File: config.mk
export PLATFORM = sky130hd
export DESIGN_NAME = horiz_sync_chain_flat
export DESIGN_NICKNAME = d
export VERILOG_FILES = /design/src/rtl/horiz_sync_chain_if.sv /design/src/rtl/horiz_sync_chain.sv /design/src/flat_wrapper.sv
export SDC_FILE = /design/constraint.sdc
export NUM_CORES = 1
export LEC_CHECK = 0
export ABC_AREA = 1
export CORE_UTILIZATION = 35
export DETAILED_ROUTE_END_ITERATION = 6
export HOLD_SLACK_MARGIN = 0.1
export PLACE_DENSITY = 0.72
export SLEW_MARGIN = 30
export SYNTH_ARGS = -nofsm -noshare
export SYNTH_HDL_FRONTEND = slang
export SYNTH_SLANG_ARGS = --single-unit
File: constraint.sdc
create_clock -name CLK10 -period 2.3 [get_ports CLK10]
set_input_delay 0.345 -clock CLK10 [delete_from_list [all_inputs] [get_ports CLK10]]
set_output_delay 0.345 -clock CLK10 [all_outputs]
set_load 0.02 [all_outputs]
File: src/rtl/horiz_sync_chain_if.sv
// Horizontal timing bus from horiz_sync_chain to the vertical chain and pixel fetch.
// With COMPSYNC_EN defined the bus also carries VSYNC_IN and COMPSYNCn.
interface horiz_sync_chain_if;
   logic       PIXCE;
   logic [8:0] hcount;
   logic       HBLANK;
   logic       HSYNC;
   logic       LINE_ST;
`ifdef COMPSYNC_EN
   logic       VSYNC_IN;
   logic       COMPSYNCn;
`endif

   modport master (
      output PIXCE,
      output hcount,
      output HBLANK,
      output HSYNC,
      output LINE_ST
`ifdef COMPSYNC_EN
      ,
      input  VSYNC_IN,
      output COMPSYNCn
`endif
   );

   modport slave (
      input  PIXCE,
      input  hcount,
      input  HBLANK,
      input  HSYNC,
      input  LINE_ST
`ifdef COMPSYNC_EN
      ,
      output VSYNC_IN,
      input  COMPSYNCn
`endif
   );
endinterface

File: src/rtl/horiz_sync_chain.sv
// Horizontal video timing from CLK10: pixel enable, pixel count, HBLANK/HSYNC, line strobe.
// Define COMPSYNC_EN to add the composite sync output (VSYNC_IN in, COMPSYNCn out).
module horiz_sync_chain #(
   parameter int unsigned H_TOTAL     = 320,
   parameter int unsigned H_VISIBLE   = 256,
   parameter int unsigned HSYNC_START = 272,
   parameter int unsigned HSYNC_WIDTH = 32
) (
   input logic                CLK10,
   input logic                RESET,
   horiz_sync_chain_if.master bus
);
   localparam int unsigned HC_W = 9;
   localparam int unsigned CW   = HC_W + 1;

   localparam logic [HC_W-1:0] H_LAST   = HC_W'(H_TOTAL - 1);
   localparam logic [CW-1:0]   VIS_C    = CW'(H_VISIBLE);
   localparam logic [CW-1:0]   HS_BEG_C = CW'(HSYNC_START);
   localparam logic [CW-1:0]   HS_END_C = CW'(HSYNC_START + HSYNC_WIDTH);

   // Blank and sync window must fit inside the line.
   if (H_TOTAL == 0 || H_TOTAL > 512 || H_VISIBLE > HSYNC_START ||
       HSYNC_START + HSYNC_WIDTH > H_TOTAL) begin : g_cfg_err
      $error("horiz_sync_chain: illegal timing parameters");
   end

   logic            ph_q, ph_d;
   logic [HC_W-1:0] hcount_q, hcount_d;
   logic            hblank_q, hblank_d;
   logic            hsync_q, hsync_d;
   logic            line_st_q, line_st_d;
   logic [CW-1:0]   hcount_ext;

   // Decodes look at the next count so they line up with hcount with no lag.
   always_comb begin
      ph_d       = ~ph_q;
      hcount_d   = hcount_q;
      line_st_d  = 1'b0;
      if (ph_q) begin
         if (hcount_q == H_LAST) begin
            hcount_d  = '0;
            line_st_d = 1'b1;
         end else begin
            hcount_d = HC_W'(hcount_q + HC_W'(1));
         end
      end
      hcount_ext = {1'b0, hcount_d};
      hblank_d   = (hcount_ext >= VIS_C);
      hsync_d    = (hcount_ext >= HS_BEG_C) && (hcount_ext < HS_END_C);
   end

   always_ff @(posedge CLK10) begin
      if (RESET) begin
         ph_q      <= 1'b0;
         hcount_q  <= '0;
         hblank_q  <= 1'b0;
         hsync_q   <= 1'b0;
         line_st_q <= 1'b0;
      end else begin
         ph_q      <= ph_d;
         hcount_q  <= hcount_d;
         hblank_q  <= hblank_d;
         hsync_q   <= hsync_d;
         line_st_q <= line_st_d;
      end
   end

   assign bus.PIXCE   = ph_q;
   assign bus.hcount  = hcount_q;
   assign bus.HBLANK  = hblank_q;
   assign bus.HSYNC   = hsync_q;
   assign bus.LINE_ST = line_st_q;

`ifdef COMPSYNC_EN
   logic compsync_q, compsync_d;

   // Active-low composite sync: HSYNC inverted while VSYNC_IN is high.
   always_comb begin
      compsync_d = ~(hsync_d ^ bus.VSYNC_IN);
   end

   always_ff @(posedge CLK10) begin
      if (RESET) begin
         compsync_q <= 1'b1;
      end else begin
         compsync_q <= compsync_d;
      end
   end

   assign bus.COMPSYNCn = compsync_q;
`endif
endmodule

File: src/flat_wrapper.sv
// flat-port wrapper written by rule: the top's interface ports become plain ports
module horiz_sync_chain_flat 
#(
   parameter int unsigned H_TOTAL     = 320,
   parameter int unsigned H_VISIBLE   = 256,
   parameter int unsigned HSYNC_START = 272,
   parameter int unsigned HSYNC_WIDTH = 32
)
  (CLK10, RESET, bus_PIXCE, bus_hcount, bus_HBLANK, bus_HSYNC, bus_LINE_ST);
  horiz_sync_chain_if bus_i ();
  input logic CLK10;
  input logic RESET;
  output wire logic [$bits(bus_i.PIXCE)-1:0] bus_PIXCE;
  output wire logic [$bits(bus_i.hcount)-1:0] bus_hcount;
  output wire logic [$bits(bus_i.HBLANK)-1:0] bus_HBLANK;
  output wire logic [$bits(bus_i.HSYNC)-1:0] bus_HSYNC;
  output wire logic [$bits(bus_i.LINE_ST)-1:0] bus_LINE_ST;
  assign bus_PIXCE = bus_i.PIXCE;
  assign bus_hcount = bus_i.hcount;
  assign bus_HBLANK = bus_i.HBLANK;
  assign bus_HSYNC = bus_i.HSYNC;
  assign bus_LINE_ST = bus_i.LINE_ST;
  horiz_sync_chain #(.H_TOTAL(H_TOTAL), .H_VISIBLE(H_VISIBLE), .HSYNC_START(HSYNC_START), .HSYNC_WIDTH(HSYNC_WIDTH)) u_core (.CLK10(CLK10), .RESET(RESET), .bus(bus_i));
endmodule
-- Word level (Yosys, flattened, before mapping)
Index checks and enable logic that the tools add are counted.
W data, S select, Z words.
- register bits after elaboration: 13
- output and inout port bits: 13
- input bits: 2
- logic and storage cells: 16
- $lt $le $gt $ge: 3
- multiplexer cells: 3
- $add $sub $neg: 1
- reductions and logical operators: 2
- bitwise gates (word level): 1
- equal/unequal tests: 1
- operators by type and width (cell ; number):
    $ge A9 B9 Y1 const B ; 2
    $mux W9 ; 2
    $add A9 B1 Y9 const B ; 1
    $eq A9 B9 Y1 const B ; 1
    $lt A9 B9 Y1 const B ; 1
    $reduce_or A2 Y1 ; 1
    $logic_and A1 B1 Y1 ; 1
    $mux W1 ; 1
    $not A1 Y1 ; 1

-- Depth between registers and ports, before layout
Gate-level depths: netlist (run 1).
- word-level depth: 5
- depth in mapped cells: 9
- depth with buffers taken out: 9

-- Worst setup path after synthesis (run 1)
No wires, ideal clock.
- path kind: register to register
- from: register u_core.hcount_q[1], in the netlist u_core.bus.hcount[1]
- to: register u_core.hsync_q, in the netlist u_core.bus.HSYNC
- data arrival time: 1.313 ns
- cell stages (with the launch flop): 8
- period minus slack after synthesis: 1.425 ns
- required time: 2.188 ns
- buffers on the path: 0
- slack: 0.875 ns
- library setup time: 0.112 ns
- path through: dfxtp_1 -> ha_1 -> nand3_2 -> nor2_4 -> nand3_1 -> nand2_1 -> nand3b_1 -> nor2_1
- word-level cells in the longest chain between the ends: 5
- elaborated cells between the ends (all ways): 7
- classes of those cells: add/sub (1); order compare (2); eq/ne (1); mux (2); reduce/logical (1)
- RTL lines (element ; RTL line ; source):
    start, declared ; horiz_sync_chain.sv:28 ; logic [HC_W-1:0] hcount_q, hcount_d;
    start signal, assigned ; horiz_sync_chain.sv:61 ; hcount_q <= hcount_d;
    $add A9 B1 Y9 or $eq A9 B9 Y1 (tied branches) ; horiz_sync_chain.sv:44, horiz_sync_chain.sv:40 ;
    $mux W9 ; horiz_sync_chain.sv:40 ; if (hcount_q == H_LAST) begin
    $mux W9 * ; horiz_sync_chain.sv:39 ; if (ph_q) begin
    $ge A9 B9 Y1 or $lt A9 B9 Y1 (tied branches) ; horiz_sync_chain.sv:49 ; hsync_d = (hcount_ext >= HS_BEG_C) && (hcount_ext < HS_END_C);
    $logic_and A1 B1 Y1 * ; horiz_sync_chain.sv:49 ;
    end signal, assigned ; horiz_sync_chain.sv:63 ; hsync_q <= hsync_d;
    end, declared ; horiz_sync_chain.sv:30 ; logic hsync_q, hsync_d;
Mark *: on every way between the ends. The rest lies on a longest branch, timed or not.
A chain may end at the register's enable or synchronous reset.

-- Worst setup path in the final report (run 1)
- from: register u_core.ph_q, in the netlist u_core.bus.PIXCE
- to: output bus_PIXCE
- RTL lines (element ; RTL line ; source):
    start, declared ; horiz_sync_chain.sv:27 ; logic ph_q, ph_d;
    start signal, assigned ; horiz_sync_chain.sv:60 ; ph_q <= ph_d;
    end, declared ; flat_wrapper.sv:13 ; output wire logic [$bits(bus_i.PIXCE)-1:0] bus_PIXCE;
No word-level cell between the ends.

==> impl_metrics.ini, run 1 <==
[clock_tree]
insertion_delay_ns = 0.27
cts_resized = 0
tritoncts = done
cts_buffers = 3
root_buffer = clkbuf_4
clkTransAtPathRegs_ns = 0.07
clock_sinks = 12
htree_levels = 1
holdBufCountCts = 0
clk_path_buf_depth = 2
cts_setup_buffers = 0

[timing]
min_period_ns = 1.88
rsz0062_at_grt = false
relSlewSlack = 0.726
drv_slew = 0
max_freq_ghz = 0.533
timing.final.crit_share = 0.815
setup_viol = 0
fin_tns_setup_ns = 0
worst_clock_skew_ns = 0.00353
worst_slew_pin_slew_ns = 0.410
finalHoldViolCount = 0

[setup_path]
worstPathArrival_ns = 1.53
cpPeakStageDelay_ns = 0.69
path_cells = clkdlybuf4s50_1
cp_top_family = buffers and inverters
end_kind = output port
start_kind = flop
cp_data_required_time_ns = 1.96
crit_fanout = 14
path_class = reg2out
cp_num_buf_inv = 1
worst_path_max_delay_cell = clkdlybuf4s50_1

[run]
maxCapViolCount = 0

[layout]
utilization = 0.491
layout-drive-gt1-share = 0.0990
diodes = 0
final_cells = 117
final_area_um2 = 766
area_growth_pct = 27.8
fin_nets = 106

[detailed_routing]
vias_per_cell = 4.82
drcViolationCount = 0
drt-initial-drc-count = 13
routed_wl_um = 1200
dr.pass1.iters = 4
ant_nets = 0
wl_per_cell_um = 10.3
vias = 564

[logic_synthesis]
ys_warn_count = 0
synth_top_cell_by_area = dfxtp_1
yosysTopAreaCellShare = 0.401
synth-edff-count = 0
async_flop_share = 0
synth_seq_cells = 12
yosysSeqAreaShare = 0.401
synth_cells = 87
ys_types = 20
syn_avg_cell_area_um2 = 6.89
syn_area_um2 = 599
synth.most_common_cell = nand2_1
synth_top_flop_cell = dfxtp_1
syn_nets = 90
synthTopCellsByArea = dfxtp_1 (40%), nand2_1 (14%), nand3_1 (7.5%)
synth.cells.most_frequent = nand2_1 (22), dfxtp_1 (12), nor2_1 (12)

[hold_path]
hold_path_class = reg2reg

[pwr]
combPwrFrac = 0.070
clockPowerShare = 0.339
leakage_nw = 0.286
power_frac_seq = 0.592
peakVddDrop_uv = 327
p_switching_uw = 86.9
switching_share = 0.234
p_int_uw = 284
cellPowerDensity_mw_per_mm2 = 485

[die]
dieWidth_um = 43.4
io_pins = 15
dieHeight_um = 43.4
coreArea_mm2 = 0.00156
die_area_mm2 = 0.00188
start_util = 0.384
fp-row-count = 14

[placed_design]
dpl.hpwl_um = 903
placed_area_um2 = 743
routabilityCongestion = 0.805
dp_cells = 114
io_buffer_count = 14

[global_route]
grt_overflow_total = 0
antenna_found_initial = 0
grt_max_degree = 15
grt_pass1_wl_um = 1950
track_usage = 0.144
grt_pass1_vias = 467

[outcome]
status = complete, no violations
[cells in the final DEF, fill, tap and decap left out, types with 2 or more instances in the layout]
cell	count
nor2_2	3
inv_1	10
nand2_1	22
nand4_1	3
nor3_1	2
o21ai_0	2
clkdlybuf4s50_1	14
nand3_1	9
nor2_1	12
a21oi_1	2
dfxtp_1	12
clkbuf_4	3
[sequential cells by signal, summed over array words and instances, names as in the netlist]
name,flops
u_core.bus.HBLANK,1
u_core.bus.HSYNC,1
u_core.bus.LINE_ST,1
u_core.bus.PIXCE,1
u_core.bus.hcount,8
[per-layer routing]
layer | global-route usage | up-vias | part of all wire
li1 | - | 303 | -
met3 | 0.0250 | 5 | 0.015
met5 | 0 | - | 0
met1 | 0.184 | 248 | 0.50
met2 | 0.215 | 8 | 0.45
met4 | 0.113 | 0 | 0.033
[path summary, 6_finish.rpt]
check             cells past startpoint                       startpoint  slack, ns                         endpoint
hold reg to reg                       2  u_core.bus.hcount[1]$_SDFF_PP0_       0.53  u_core.bus.hcount[1]$_SDFF_PP0_
setup / recovery                      1      u_core.bus.PIXCE$_SDFF_PP0_       0.42                        bus_PIXCE
hold / removal                        2  u_core.bus.hcount[1]$_SDFF_PP0_       0.53  u_core.bus.hcount[1]$_SDFF_PP0_
setup reg to reg                      7  u_core.bus.hcount[0]$_SDFF_PP0_       0.86      u_core.bus.HSYNC$_SDFF_PP0_
[layout make-up]
class | count | area (µm²)
clock buffers | 3 | 22.5
fillers | 149 | 793
inverters | 10 | 37.5
multi-input cells | 62 | 305
flip-flops and latches | 12 | 240
well taps | 16 | 20.0
repair buffers | 14 | 140
[worst min-delay path, cell delays in order (launching register included)]
cell	delay [ns]
dfxtp_1	0.35
nand2_1	0.08
o21ai_0	0.06
[logic make-up (layout without fill, tap and decap cells)]
group,after synthesis,after routing,synth area share
AOI/OAI and AO/OA,5,5,0.0480
DFF,12,12,0.401
adders and majority gates,1,1,0.0209
and+or+nand+nor,55,55,0.426
xor gates and xnor gates,1,1,0.0146
buffers and inverters,13,27,0.0898
[through the flow]
stage / hold slack (ns) / setup WS (ns) / total power [mW]
3_3_place_gp: 0.515 / 0.742 / 0.249
3_5_place_dp: 0.528 / 0.718 / 0.250
2_1_floorplan: 0.578 / 0.875 / 0.238
5_1_grt: 0.571 / 0.342 / 0.388
6_report: 0.533 / 0.425 / 0.371
4_1_cts: 0.540 / 0.417 / 0.376
[power groups by stage]
| stage | Combinational (mW) | Clock, mW | Sequential [mW] |
|---|---|---|---|
| 2_1_floorplan | 0.0126 | 0 | 0.226 |
| 3_3_place_gp | 0.0253 | 0 | 0.224 |
| 4_1_cts | 0.0260 | 0.130 | 0.219 |
| 6_report | 0.0259 | 0.126 | 0.220 |
| 3_5_place_dp | 0.0255 | 0 | 0.224 |
| 5_1_grt | 0.0278 | 0.140 | 0.220 |
Note: power is estimated with default switching activity, not from simulation.
==> inputs of run 2 (changes only) <==
==> constraint.sdc (replaced) <==
create_clock -name CLK10 -period 1.8 [get_ports CLK10]
set_input_delay 0.27 -clock CLK10 [delete_from_list [all_inputs] [get_ports CLK10]]
set_output_delay 0.27 -clock CLK10 [all_outputs]
set_load 0.02 [all_outputs]
==> run 2 against run 1 <==
Sequential share of layout area is 0.60 points lower. Wire length is 16% higher. Design area is 2.0% higher. Clock skew is 0.0010 ns lower. Die area stayed put. Global-route usage is 3.2 points higher. Via count is 4.3% higher. Sequential power is 25% higher. First-iteration DRC count is 7.7% lower.
==> impl_metrics.ini, run 2 (same netlist as run 1, synthesis figures left out) <==
[outcome]
status = complete, no violations

[timing]
timing.final.crit_share = 0.936
fin_tns_setup_ns = 0
drv_slew = 0
max_freq_ghz = 0.593
worst_slew_pin_slew_ns = 0.264
setup_viol = 0
relSlewSlack = 0.824
rsz0062_at_grt = false
worst_clock_skew_ns = 0.00249
min_period_ns = 1.69
finalHoldViolCount = 0

[setup_path]
timing.rr.start = u_core.bus.hcount[0]$_SDFF_PP0_
path_cells = clkdlybuf4s50_1
start_kind = flop
worstPathArrival_ns = 1.42
cp-startpoint = u_core.bus.hcount[3]$_SDFF_PP0_
worst-r2r-setup-slack_ns = 0.33
end_kind = output port
r2r-end = u_core.bus.HSYNC$_SDFF_PP0_
cp_top_family = buffers and inverters
cp_num_buf_inv = 1
reg2reg_depth = 9
path_class = reg2out
cpPeakStageDelay_ns = 0.66
worst_path_max_delay_cell = clkdlybuf4s50_1
crit_fanout = 7
cp_data_required_time_ns = 1.53

[run]
maxCapViolCount = 0

[hold_path]
holdPathEnd = u_core.bus.hcount[1]$_SDFF_PP0_
hold_path_class = reg2reg
hold_depth = 2
worstHoldStart = u_core.bus.hcount[1]$_SDFF_PP0_

[pwr]
p_int_uw = 366
combPwrFrac = 0.086
power_frac_seq = 0.565
clockPowerShare = 0.349
switching_share = 0.251
p_switching_uw = 123
peakVddDrop_uv = 271
cellPowerDensity_mw_per_mm2 = 626
leakage_nw = 0.295

[layout]
final_common_cell = nand2_1
largest_reg_flops = 8
layout_common_cells = nand2_1 (22), clkdlybuf4s50_1 (14), nor2_1 (12), dfxtp_1 (12), inv_1 (10)
area_growth_pct = 30.3
diodes = 0
fin_nets = 108
final_area_um2 = 781
layout-drive-gt1-share = 0.117

[clock_tree]
root_buffer = clkbuf_4
clkTransAtPathRegs_ns = 0.07
insertion_delay_ns = 0.28
clock_sinks = 12
cts_buffers = 3
htree_levels = 1
cts_resized = 0
holdBufCountCts = 0
cts_setup_buffers = 0
tritoncts = done
clk_path_buf_depth = 2

[placed_design]
placed_area_um2 = 758
routabilityCongestion = 0.776
io_buffer_count = 14
dpl.hpwl_um = 1020

[global_route]
grt_pass1_wl_um = 2350
grt_max_degree = 14
antenna_found_initial = 0
grt_pass1_vias = 545
grt_overflow_total = 0
track_usage = 0.177

[die]
start_util = 0.384
io_pins = 15
dieWidth_um = 43.4
dieHeight_um = 43.4
coreArea_mm2 = 0.00156
die_area_mm2 = 0.00188
fp-row-count = 14

[detailed_routing]
ant_nets = 0
dr_wl_met3_um = 37
routed_wl_um = 1390
wl_met2_um = 645
top_layer = met4
drcViolationCount = 0
dr.pass1.iters = 4
vias_per_cell = 4.94
vias = 588
wl_per_cell_um = 11.7
wl_met1_um = 674
drt-initial-drc-count = 12
-- run 2: power groups by stage --
stage	logic [mW]	clock network [mW]	registers, mW
finish	0.0422	0.171	0.276
global route	0.0467	0.186	0.277
CTS	0.0421	0.174	0.276
detailed placement	0.0418	0	0.282
global placement	0.0424	0	0.281
floorplan	0.0161	0	0.289
-- run 2: worst max path at each step --
| stage | depth (start not counted) | to | slack, ns |
|---|---|---|---|
| 2_1_floorplan | 7 | u_core.bus.HSYNC$_SDFF_PP0_ | 0.38 |
| 3_3_place_gp | 1 | bus_hcount[3] | 0.42 |
| 3_5_place_dp | 7 | u_core.bus.HSYNC$_SDFF_PP0_ | 0.40 |
| 4_1_cts | 1 | bus_hcount[3] | 0.12 |
| 5_1_grt | 1 | bus_hcount[3] | 0.06 |
| 6_report | 1 | bus_hcount[3] | 0.11 |
-- run 2: layout make-up --
class | count | area, µm²
fill | 154 | 778
multi-input combinational | 62 | 305
sequential | 12 | 240
timing repair buffer | 16 | 155
inverter | 10 | 37.5
clock buffer | 3 | 22.5
tap | 16 | 20.0
-- run 2: worst reg2reg max path, stage by stage, from the launching register on --
cell     delay, ns
dfxtp_1       0.41
ha_1          0.26
nand2_1       0.08
nor2_1        0.15
nand3_1       0.09
nand2_1       0.13
nor2_1        0.08
nor2_2        0.10
nand2_1       0.05
nor2_1        0.07
-- run 2: per-layer routing --
layer / track usage / up-vias
li1: - / 308
met1: 0.225 / 261
met2: 0.255 / 15
met3: 0.0625 / 4
met4: 0.113 / 0
met5: 0 / -
-- run 2: through the flow --
step,util,setup slack [ns],hold WS [ns],power [mW],instances
after floorplan,-,0.375,0.559,0.305,87
after global placement,0.486,0.422,0.507,0.324,116
after detailed placement,0.486,0.395,0.522,0.324,116
after CTS,0.501,0.117,0.533,0.492,119
after global routing,0.501,0.0646,0.577,0.510,119
final,0.501,0.115,0.543,0.489,119
